## src/rtl/tl_periph_router_if.sv

```systemverilog
`default_nettype none
// ============================================================================
// Module      : tl_periph_router_if
// Description : TileLink-UH single-beat A/D channel bundle.
// Revision    : 1.0 - initial release
// ============================================================================
interface tl_periph_router_if #(
    parameter int TL_RS = 4,
    parameter int AW    = 32
) ();
    logic [2:0]       a_opcode;
    logic [2:0]       a_param;
    logic [3:0]       a_size;
    logic [TL_RS-1:0] a_source;
    logic [AW-1:0]    a_address;
    logic [3:0]       a_mask;
    logic [31:0]      a_data;
    logic             a_valid;
    logic             a_ready;

    logic [2:0]       d_opcode;
    logic [1:0]       d_param;
    logic [3:0]       d_size;
    logic [TL_RS-1:0] d_source;
    logic             d_denied;
    logic [31:0]      d_data;
    logic             d_corrupt;
    logic             d_valid;
    logic             d_ready;

    modport master (
        output a_opcode, a_param, a_size, a_source, a_address, a_mask, a_data, a_valid,
        input  a_ready,
        input  d_opcode, d_param, d_size, d_source, d_denied, d_data, d_corrupt, d_valid,
        output d_ready
    );

    modport slave (
        input  a_opcode, a_param, a_size, a_source, a_address, a_mask, a_data, a_valid,
        output a_ready,
        output d_opcode, d_param, d_size, d_source, d_denied, d_data, d_corrupt, d_valid,
        input  d_ready
    );
endinterface
`default_nettype wire

```

## src/rtl/tl_periph_router.sv

```systemverilog
`default_nettype none
// ============================================================================
// Module      : tl_periph_router
// Description : 1:2 TileLink-UH address router with in-order route FIFO and
//               internal denied responder for undecoded/oversized requests.
// Revision    : 1.0 - initial release
// ============================================================================
module tl_periph_router #(
    parameter int          TL_RS   = 4,
    parameter logic [31:0] S0_BASE = 32'h0200_0000,
    parameter logic [31:0] S0_MASK = 32'hFFFF_0000,
    parameter logic [31:0] S1_BASE = 32'h0C00_0000,
    parameter logic [31:0] S1_MASK = 32'hFC00_0000,
    parameter int          DEPTH   = 4
) (
    input wire                 tlr_clock_i,
    input wire                 tlr_reset_ni,
    tl_periph_router_if.slave  m,
    tl_periph_router_if.master s0,
    tl_periph_router_if.master s1
);

    localparam int               c_PTR_W     = $clog2(DEPTH);
    localparam logic [c_PTR_W:0] c_FULL_CNT  = DEPTH[c_PTR_W:0];
    localparam logic [1:0]       c_PORT_S0   = 2'd0;
    localparam logic [1:0]       c_PORT_S1   = 2'd1;
    localparam logic [1:0]       c_PORT_ERR  = 2'd2;
    localparam logic [2:0]       c_OP_GET    = 3'd4;
    localparam logic [2:0]       c_D_ACK     = 3'd0;
    localparam logic [2:0]       c_D_ACKDATA = 3'd1;

    logic [1:0]       r_port   [DEPTH];
    logic [2:0]       r_opcode [DEPTH];
    logic [3:0]       r_size   [DEPTH];
    logic [TL_RS-1:0] r_source [DEPTH];
    logic [c_PTR_W-1:0] r_wptr;
    logic [c_PTR_W-1:0] r_rptr;
    logic [c_PTR_W:0]   r_count;

    logic       w_full, w_empty;
    logic       w_hit0, w_hit1, w_size_ok, w_sel0, w_sel1;
    logic [1:0] w_sel_port;
    logic       w_a_ready, w_d_valid, w_push, w_pop;
    logic [1:0] w_head_port;
    logic       w_head_get;

    assign w_full  = (r_count == c_FULL_CNT);
    assign w_empty = (r_count == '0);

    // hit0 has priority; oversized accesses are denied even on a decode hit
    assign w_hit0     = ((m.a_address & S0_MASK) == S0_BASE);
    assign w_hit1     = ((m.a_address & S1_MASK) == S1_BASE);
    assign w_size_ok  = (m.a_size <= 4'd2);
    assign w_sel0     = w_hit0 & w_size_ok;
    assign w_sel1     = !w_hit0 & w_hit1 & w_size_ok;
    assign w_sel_port = w_sel0 ? c_PORT_S0 : (w_sel1 ? c_PORT_S1 : c_PORT_ERR);

    assign w_a_ready = !w_full & (w_sel0 ? s0.a_ready : (w_sel1 ? s1.a_ready : 1'b1));
    assign m.a_ready = w_a_ready;
    assign w_push    = m.a_valid & w_a_ready;

    assign s0.a_valid   = m.a_valid & w_sel0 & !w_full;
    assign s0.a_opcode  = m.a_opcode;
    assign s0.a_param   = m.a_param;
    assign s0.a_size    = m.a_size;
    assign s0.a_source  = m.a_source;
    assign s0.a_address = m.a_address[15:0];
    assign s0.a_mask    = m.a_mask;
    assign s0.a_data    = m.a_data;

    assign s1.a_valid   = m.a_valid & w_sel1 & !w_full;
    assign s1.a_opcode  = m.a_opcode;
    assign s1.a_param   = m.a_param;
    assign s1.a_size    = m.a_size;
    assign s1.a_source  = m.a_source;
    assign s1.a_address = m.a_address;
    assign s1.a_mask    = m.a_mask;
    assign s1.a_data    = m.a_data;

    assign w_head_port = r_port[r_rptr];
    assign w_head_get  = (r_opcode[r_rptr] == c_OP_GET);

    // The slave not at the FIFO head keeps d_ready low so its beat waits its turn
    always_comb begin
        w_d_valid   = 1'b0;
        m.d_opcode  = 3'd0;
        m.d_param   = 2'd0;
        m.d_size    = 4'd0;
        m.d_source  = '0;
        m.d_denied  = 1'b0;
        m.d_data    = 32'd0;
        m.d_corrupt = 1'b0;
        s0.d_ready  = 1'b0;
        s1.d_ready  = 1'b0;
        if (!w_empty) begin
            unique case (w_head_port)
                c_PORT_S0: begin
                    w_d_valid   = s0.d_valid;
                    m.d_opcode  = s0.d_opcode;
                    m.d_param   = s0.d_param;
                    m.d_size    = s0.d_size;
                    m.d_source  = s0.d_source;
                    m.d_denied  = s0.d_denied;
                    m.d_data    = s0.d_data;
                    m.d_corrupt = s0.d_corrupt;
                    s0.d_ready  = m.d_ready;
                end
                c_PORT_S1: begin
                    w_d_valid   = s1.d_valid;
                    m.d_opcode  = s1.d_opcode;
                    m.d_param   = s1.d_param;
                    m.d_size    = s1.d_size;
                    m.d_source  = s1.d_source;
                    m.d_denied  = s1.d_denied;
                    m.d_data    = s1.d_data;
                    m.d_corrupt = s1.d_corrupt;
                    s1.d_ready  = m.d_ready;
                end
                default: begin
                    w_d_valid   = 1'b1;
                    m.d_opcode  = w_head_get ? c_D_ACKDATA : c_D_ACK;
                    m.d_size    = r_size[r_rptr];
                    m.d_source  = r_source[r_rptr];
                    m.d_denied  = 1'b1;
                    m.d_corrupt = w_head_get;
                end
            endcase
        end
    end

    assign m.d_valid = w_d_valid;
    assign w_pop     = w_d_valid & m.d_ready;

    always_ff @(posedge tlr_clock_i) begin
        if (!tlr_reset_ni) begin
            r_wptr  <= '0;
            r_rptr  <= '0;
            r_count <= '0;
        end else begin
            if (w_push) r_wptr <= r_wptr + 1'b1;
            if (w_pop)  r_rptr <= r_rptr + 1'b1;
            unique case ({w_push, w_pop})
                2'b10:   r_count <= r_count + 1'b1;
                2'b01:   r_count <= r_count - 1'b1;
                default: r_count <= r_count;
            endcase
        end
    end

    always_ff @(posedge tlr_clock_i) begin
        if (w_push) begin
            r_port[r_wptr]   <= w_sel_port;
            r_opcode[r_wptr] <= m.a_opcode;
            r_size[r_wptr]   <= m.a_size;
            r_source[r_wptr] <= m.a_source;
        end
    end

endmodule
`default_nettype wire

```

## src/flat_wrapper.sv

```systemverilog
// flat-port wrapper written by rule: the top's interface ports become plain ports
module tl_periph_router_flat 
#(
    parameter int          TL_RS   = 4,
    parameter logic [31:0] S0_BASE = 32'h0200_0000,
    parameter logic [31:0] S0_MASK = 32'hFFFF_0000,
    parameter logic [31:0] S1_BASE = 32'h0C00_0000,
    parameter logic [31:0] S1_MASK = 32'hFC00_0000,
    parameter int          DEPTH   = 4
)
  (tlr_clock_i, tlr_reset_ni, m_a_opcode, m_a_param, m_a_size, m_a_source, m_a_address, m_a_mask, m_a_data, m_a_valid, m_a_ready, m_d_opcode, m_d_param, m_d_size, m_d_source, m_d_denied, m_d_data, m_d_corrupt, m_d_valid, m_d_ready, s0_a_opcode, s0_a_param, s0_a_size, s0_a_source, s0_a_address, s0_a_mask, s0_a_data, s0_a_valid, s0_a_ready, s0_d_opcode, s0_d_param, s0_d_size, s0_d_source, s0_d_denied, s0_d_data, s0_d_corrupt, s0_d_valid, s0_d_ready, s1_a_opcode, s1_a_param, s1_a_size, s1_a_source, s1_a_address, s1_a_mask, s1_a_data, s1_a_valid, s1_a_ready, s1_d_opcode, s1_d_param, s1_d_size, s1_d_source, s1_d_denied, s1_d_data, s1_d_corrupt, s1_d_valid, s1_d_ready);
  tl_periph_router_if #(.TL_RS(TL_RS), .AW(32)) m_i ();
  tl_periph_router_if #(.TL_RS(TL_RS), .AW(16)) s0_i ();
  tl_periph_router_if #(.TL_RS(TL_RS), .AW(32)) s1_i ();
  input wire tlr_clock_i;
  input wire tlr_reset_ni;
  input wire logic [$bits(m_i.a_opcode)-1:0] m_a_opcode;
  input wire logic [$bits(m_i.a_param)-1:0] m_a_param;
  input wire logic [$bits(m_i.a_size)-1:0] m_a_size;
  input wire logic [$bits(m_i.a_source)-1:0] m_a_source;
  input wire logic [$bits(m_i.a_address)-1:0] m_a_address;
  input wire logic [$bits(m_i.a_mask)-1:0] m_a_mask;
  input wire logic [$bits(m_i.a_data)-1:0] m_a_data;
  input wire logic [$bits(m_i.a_valid)-1:0] m_a_valid;
  output wire logic [$bits(m_i.a_ready)-1:0] m_a_ready;
  output wire logic [$bits(m_i.d_opcode)-1:0] m_d_opcode;
  output wire logic [$bits(m_i.d_param)-1:0] m_d_param;
  output wire logic [$bits(m_i.d_size)-1:0] m_d_size;
  output wire logic [$bits(m_i.d_source)-1:0] m_d_source;
  output wire logic [$bits(m_i.d_denied)-1:0] m_d_denied;
  output wire logic [$bits(m_i.d_data)-1:0] m_d_data;
  output wire logic [$bits(m_i.d_corrupt)-1:0] m_d_corrupt;
  output wire logic [$bits(m_i.d_valid)-1:0] m_d_valid;
  input wire logic [$bits(m_i.d_ready)-1:0] m_d_ready;
  output wire logic [$bits(s0_i.a_opcode)-1:0] s0_a_opcode;
  output wire logic [$bits(s0_i.a_param)-1:0] s0_a_param;
  output wire logic [$bits(s0_i.a_size)-1:0] s0_a_size;
  output wire logic [$bits(s0_i.a_source)-1:0] s0_a_source;
  output wire logic [$bits(s0_i.a_address)-1:0] s0_a_address;
  output wire logic [$bits(s0_i.a_mask)-1:0] s0_a_mask;
  output wire logic [$bits(s0_i.a_data)-1:0] s0_a_data;
  output wire logic [$bits(s0_i.a_valid)-1:0] s0_a_valid;
  input wire logic [$bits(s0_i.a_ready)-1:0] s0_a_ready;
  input wire logic [$bits(s0_i.d_opcode)-1:0] s0_d_opcode;
  input wire logic [$bits(s0_i.d_param)-1:0] s0_d_param;
  input wire logic [$bits(s0_i.d_size)-1:0] s0_d_size;
  input wire logic [$bits(s0_i.d_source)-1:0] s0_d_source;
  input wire logic [$bits(s0_i.d_denied)-1:0] s0_d_denied;
  input wire logic [$bits(s0_i.d_data)-1:0] s0_d_data;
  input wire logic [$bits(s0_i.d_corrupt)-1:0] s0_d_corrupt;
  input wire logic [$bits(s0_i.d_valid)-1:0] s0_d_valid;
  output wire logic [$bits(s0_i.d_ready)-1:0] s0_d_ready;
  output wire logic [$bits(s1_i.a_opcode)-1:0] s1_a_opcode;
  output wire logic [$bits(s1_i.a_param)-1:0] s1_a_param;
  output wire logic [$bits(s1_i.a_size)-1:0] s1_a_size;
  output wire logic [$bits(s1_i.a_source)-1:0] s1_a_source;
  output wire logic [$bits(s1_i.a_address)-1:0] s1_a_address;
  output wire logic [$bits(s1_i.a_mask)-1:0] s1_a_mask;
  output wire logic [$bits(s1_i.a_data)-1:0] s1_a_data;
  output wire logic [$bits(s1_i.a_valid)-1:0] s1_a_valid;
  input wire logic [$bits(s1_i.a_ready)-1:0] s1_a_ready;
  input wire logic [$bits(s1_i.d_opcode)-1:0] s1_d_opcode;
  input wire logic [$bits(s1_i.d_param)-1:0] s1_d_param;
  input wire logic [$bits(s1_i.d_size)-1:0] s1_d_size;
  input wire logic [$bits(s1_i.d_source)-1:0] s1_d_source;
  input wire logic [$bits(s1_i.d_denied)-1:0] s1_d_denied;
  input wire logic [$bits(s1_i.d_data)-1:0] s1_d_data;
  input wire logic [$bits(s1_i.d_corrupt)-1:0] s1_d_corrupt;
  input wire logic [$bits(s1_i.d_valid)-1:0] s1_d_valid;
  output wire logic [$bits(s1_i.d_ready)-1:0] s1_d_ready;
  assign m_i.a_opcode = m_a_opcode;
  assign m_i.a_param = m_a_param;
  assign m_i.a_size = m_a_size;
  assign m_i.a_source = m_a_source;
  assign m_i.a_address = m_a_address;
  assign m_i.a_mask = m_a_mask;
  assign m_i.a_data = m_a_data;
  assign m_i.a_valid = m_a_valid;
  assign m_a_ready = m_i.a_ready;
  assign m_d_opcode = m_i.d_opcode;
  assign m_d_param = m_i.d_param;
  assign m_d_size = m_i.d_size;
  assign m_d_source = m_i.d_source;
  assign m_d_denied = m_i.d_denied;
  assign m_d_data = m_i.d_data;
  assign m_d_corrupt = m_i.d_corrupt;
  assign m_d_valid = m_i.d_valid;
  assign m_i.d_ready = m_d_ready;
  assign s0_a_opcode = s0_i.a_opcode;
  assign s0_a_param = s0_i.a_param;
  assign s0_a_size = s0_i.a_size;
  assign s0_a_source = s0_i.a_source;
  assign s0_a_address = s0_i.a_address;
  assign s0_a_mask = s0_i.a_mask;
  assign s0_a_data = s0_i.a_data;
  assign s0_a_valid = s0_i.a_valid;
  assign s0_i.a_ready = s0_a_ready;
  assign s0_i.d_opcode = s0_d_opcode;
  assign s0_i.d_param = s0_d_param;
  assign s0_i.d_size = s0_d_size;
  assign s0_i.d_source = s0_d_source;
  assign s0_i.d_denied = s0_d_denied;
  assign s0_i.d_data = s0_d_data;
  assign s0_i.d_corrupt = s0_d_corrupt;
  assign s0_i.d_valid = s0_d_valid;
  assign s0_d_ready = s0_i.d_ready;
  assign s1_a_opcode = s1_i.a_opcode;
  assign s1_a_param = s1_i.a_param;
  assign s1_a_size = s1_i.a_size;
  assign s1_a_source = s1_i.a_source;
  assign s1_a_address = s1_i.a_address;
  assign s1_a_mask = s1_i.a_mask;
  assign s1_a_data = s1_i.a_data;
  assign s1_a_valid = s1_i.a_valid;
  assign s1_i.a_ready = s1_a_ready;
  assign s1_i.d_opcode = s1_d_opcode;
  assign s1_i.d_param = s1_d_param;
  assign s1_i.d_size = s1_d_size;
  assign s1_i.d_source = s1_d_source;
  assign s1_i.d_denied = s1_d_denied;
  assign s1_i.d_data = s1_d_data;
  assign s1_i.d_corrupt = s1_d_corrupt;
  assign s1_i.d_valid = s1_d_valid;
  assign s1_d_ready = s1_i.d_ready;
  tl_periph_router #(.TL_RS(TL_RS), .S0_BASE(S0_BASE), .S0_MASK(S0_MASK), .S1_BASE(S1_BASE), .S1_MASK(S1_MASK), .DEPTH(DEPTH)) u_core (.tlr_clock_i(tlr_clock_i), .tlr_reset_ni(tlr_reset_ni), .m(m_i), .s0(s0_i), .s1(s1_i));
endmodule
```

## config.mk

```make
export PLATFORM = sky130hd
export DESIGN_NAME = tl_periph_router_flat
export DESIGN_NICKNAME = d
export VERILOG_FILES = /design/src/rtl/tl_periph_router_if.sv /design/src/rtl/tl_periph_router.sv /design/src/flat_wrapper.sv
export SDC_FILE = /design/constraint.sdc
export NUM_CORES = 1
export LEC_CHECK = 0
export ABC_CLOCK_PERIOD_IN_PS = 5800
export CAP_MARGIN = 5
export CELL_PAD_IN_SITES_DETAIL_PLACEMENT = 1
export CELL_PAD_IN_SITES_GLOBAL_PLACEMENT = 2
export CORE_ASPECT_RATIO = 0.75
export CORE_MARGIN = 3
export CORE_UTILIZATION = 17
export CTS_CLUSTER_DIAMETER = 200
export CTS_CLUSTER_SIZE = 28
export DETAILED_ROUTE_END_ITERATION = 12
export PLACE_DENSITY = 0.84
export SYNTH_ARGS = -nofsm -noshare
export SYNTH_HDL_FRONTEND = slang
export SYNTH_SLANG_ARGS = --single-unit
```

## constraint.sdc

```tcl
create_clock -name tlr_clock_i -period 5.8 [get_ports tlr_clock_i]
set_input_delay 0.58 -clock tlr_clock_i [delete_from_list [all_inputs] [get_ports tlr_clock_i]]
set_output_delay 0.58 -clock tlr_clock_i [all_outputs]
set_load 0.05 [all_outputs]
```

==> metrics <==
status completed; setup tns final 0 ns; sequential area share after synthesis 0.402; Final Cell Area 6060 µm²; H-tree depth 3; largest net degree at the start of global routing 37; Area Growth Syn to Fin 40.0%; FP Rows 49; vias in the first global route 3628; x dimension of the die 190 µm; Reg clk slew, reported paths 0.05 ns; Crit. End Element primary output; critical path class reg2out; Worst R2R Path Depth 9; end of the critical path m_d_source[1]; CTS max path bufs 2; GR Util All Layers 0.103; asr flop ratio synth 0; Hold Fails Final Rpt 0; Hold Crit Class reg2reg; Finish-stage setup viols 0; Yosys warning count 0; Leak 2.09 nW; root buf cell clkbuf_16; final slew viol count 0; CP startpoint kind register; number of synthesized flops with an enable pin 52; f_max 227 MHz; Post-CTS Resized 0; wire per inst 17.7 µm; dpl cell area 5780 µm²; Post-Layout Cell Count 867; initial core utilization 0.177; Final min period 4.41 ns; total I/O pin count 385; Max Cap Viol 0; post-placement cell count 851; hold buffers post-CTS 0; Worst Skew 0.00473 ns; synthesized area 4330 µm²; vias per cell 3.87; gr ovfl total 0; R2R Setup Slk 1.98 ns; FF+latch area 1740 µm²; die height 144 µm; postcts setup bufs 0; Die ar. 27400 µm²; CP required 5.22 ns; Final Wtd Congestion 0.678; fillers 2812; share of layout cells above drive strength 1 0.0541; clk_lat worst skew 0.32 ns; Syn Area/Cell 9.31 µm²; Core ar. 24500 µm²; CTS buffer count 9; remaining antenna violation count 0; Post-Synthesis Net Count 655; top_reg_cell synth edfxtp_1; Detailed Route Iter0 Violations 147; Synth cell types 36; layout net count 721; FF-to-FF End u_core.r_count[2]$_SDFFE_PN0P_; initial antenna violation count 0; Peak supply drop 0.187 mV; I/O Buffers 219; final wirelength 15.3 mm; Vias 3357; antenna diode count 0; pwr/cell area 362 nW/µm²; number of clock sinks 61; Synth Register Bits 61; Layout Utilization 0.247; fin crit share 0.760; area occupied by multi-input gates 1380 µm²; first-pass GRT wire length 21.4 mm; cells after synthesis 465; RSZ-0062 raised after global routing false; Slew @ Worst Pin 0.947 ns; Slew HR 0.367; crit-path max FO 29; Residual DRC 0; Post-DP HPWL 11.8 mm; TritonRoute pass-1 iters 4; worst path arrival time 3.83 ns; CTS tree yes
==> registers in the layout (all words and copies together), names as in the netlist, named ones only <==
register / flops
u_core.r_count: 3
u_core.r_opcode: 12
u_core.r_port: 8
u_core.r_rptr: 2
u_core.r_size: 16
u_core.r_source: 16
u_core.r_wptr: 2
==> how the worst min path moves through the flow <==
| stage | from | slack [ns] | endpoint | depth (start not counted) |
|---|---|---|---|---|
| after floorplan | u_core.r_wptr[1]$_SDFFE_PN0P_ | 0.47 | u_core.r_wptr[1]$_SDFFE_PN0P_ | 2 |
| after global placement | u_core.r_wptr[0]$_SDFFE_PN0P_ | 0.49 | u_core.r_wptr[0]$_SDFFE_PN0P_ | 2 |
| after detailed placement | u_core.r_wptr[0]$_SDFFE_PN0P_ | 0.50 | u_core.r_wptr[0]$_SDFFE_PN0P_ | 2 |
| after CTS | u_core.r_wptr[0]$_SDFFE_PN0P_ | 0.50 | u_core.r_wptr[0]$_SDFFE_PN0P_ | 2 |
| after global routing | u_core.r_wptr[1]$_SDFFE_PN0P_ | 0.54 | u_core.r_wptr[1]$_SDFFE_PN0P_ | 2 |
| final | u_core.r_wptr[1]$_SDFFE_PN0P_ | 0.50 | u_core.r_wptr[1]$_SDFFE_PN0P_ | 2 |
==> metrics by stage <==
| step | setup WS (ns) | power [mW] | hold WS, ns |
|---|---|---|---|
| 6_report | 1.39 | 2.20 | 0.503 |
| 5_1_grt | 1.17 | 2.32 | 0.540 |
| 4_1_cts | 1.34 | 2.23 | 0.505 |
| 3_5_place_dp | 1.72 | 1.73 | 0.498 |
| 3_3_place_gp | 1.80 | 1.71 | 0.485 |
| 2_1_floorplan | 2.90 | 1.50 | 0.468 |
==> cell families after synthesis <==
logic type / synth area share
xor+xnor: 0.00607
buf+inv: 0.282
flops: 0.402
simple gates: 0.134
mux: 0.0659
fa+ha+maj: 0.0191
compound gates: 0.0905
==> area by class of cell <==
| cell class | count | area share |
|---|---|---|
| timing repair buffer | 223 | 0.367 |
| sequential | 61 | 0.287 |
| multi-input combinational | 229 | 0.227 |
| tap | 331 | 0.0683 |
| clock buffer | 13 | 0.0396 |
| clock inverter | 3 | 0.00640 |
| inverter | 7 | 0.00433 |
==> cells in the final DEF, fill, tap and decap left out, types with 2 or more instances in the layout <==
master,Yosys,layout
a31oi_1,11,11
mux2i_1,6,6
ha_1,5,5
mux2_2,2,2
or3_1,2,2
clkdlybuf4s50_1,0,219
a21oi_1,40,39
o21a_1,2,2
nor4_1,3,3
nor3_1,2,2
and2_1,9,9
mux4_2,9,9
nor2_1,3,3
xor2_1,2,2
clkbuf_16,0,9
a21boi_0,2,2
inv_1,7,7
clkbuf_1,13,4
edfxtp_1,52,52
dfxtp_1,9,9
nand3_1,2,2
nor3b_1,3,3
nor4b_1,3,3
o21ai_0,11,11
buf_4,148,4
nand2_1,102,102
==> Yosys cell counts, types with 5 or more instances <==
cell type / instances / area share
a21oi_1: 40 / 0.046
edfxtp_1: 52 / 0.36
and2_1: 9 / 0.013
nand2_1: 102 / 0.088
clkbuf_1: 13 / 0.011
o21ai_0: 11 / 0.013
mux4_2: 9 / 0.047
buf_4: 148 / 0.26
inv_1: 7 / 0.0061
a31oi_1: 11 / 0.016
mux2i_1: 6 / 0.014
buf_2: 6 / 0.0069
dfxtp_1: 9 / 0.042
ha_1: 5 / 0.014
==> critical path, cell delays in order, from the launching register on <==
cell and delay, ns:
dfxtp_1 0.86, mux2_2 0.44, a21oi_4 0.75, buf_4 0.33, nand2_1 0.08, a31oi_1 0.19, clkdlybuf4s50_1 0.84
==> where the power goes <==
group | leakage [nW] | switching (mW) | total, mW | internal, mW
clock | 0.135 | 0.168 | 0.498 | 0.330
combinational | 1.40 | 0.718 | 1.11 | 0.395
sequential | 0.552 | 0.0528 | 0.586 | 0.533
==> layer usage <==
layer | vias up | wire length, µm | GRT usage
li1 | 1566 | - | -
met4 | 0 | 189 | 0.0208
met3 | 24 | 1620 | 0.0533
met1 | 1558 | 6520 | 0.127
met2 | 209 | 6980 | 0.162
met5 | - | 0 | 0
No activity file was read; power rests on OpenSTA's default activity.
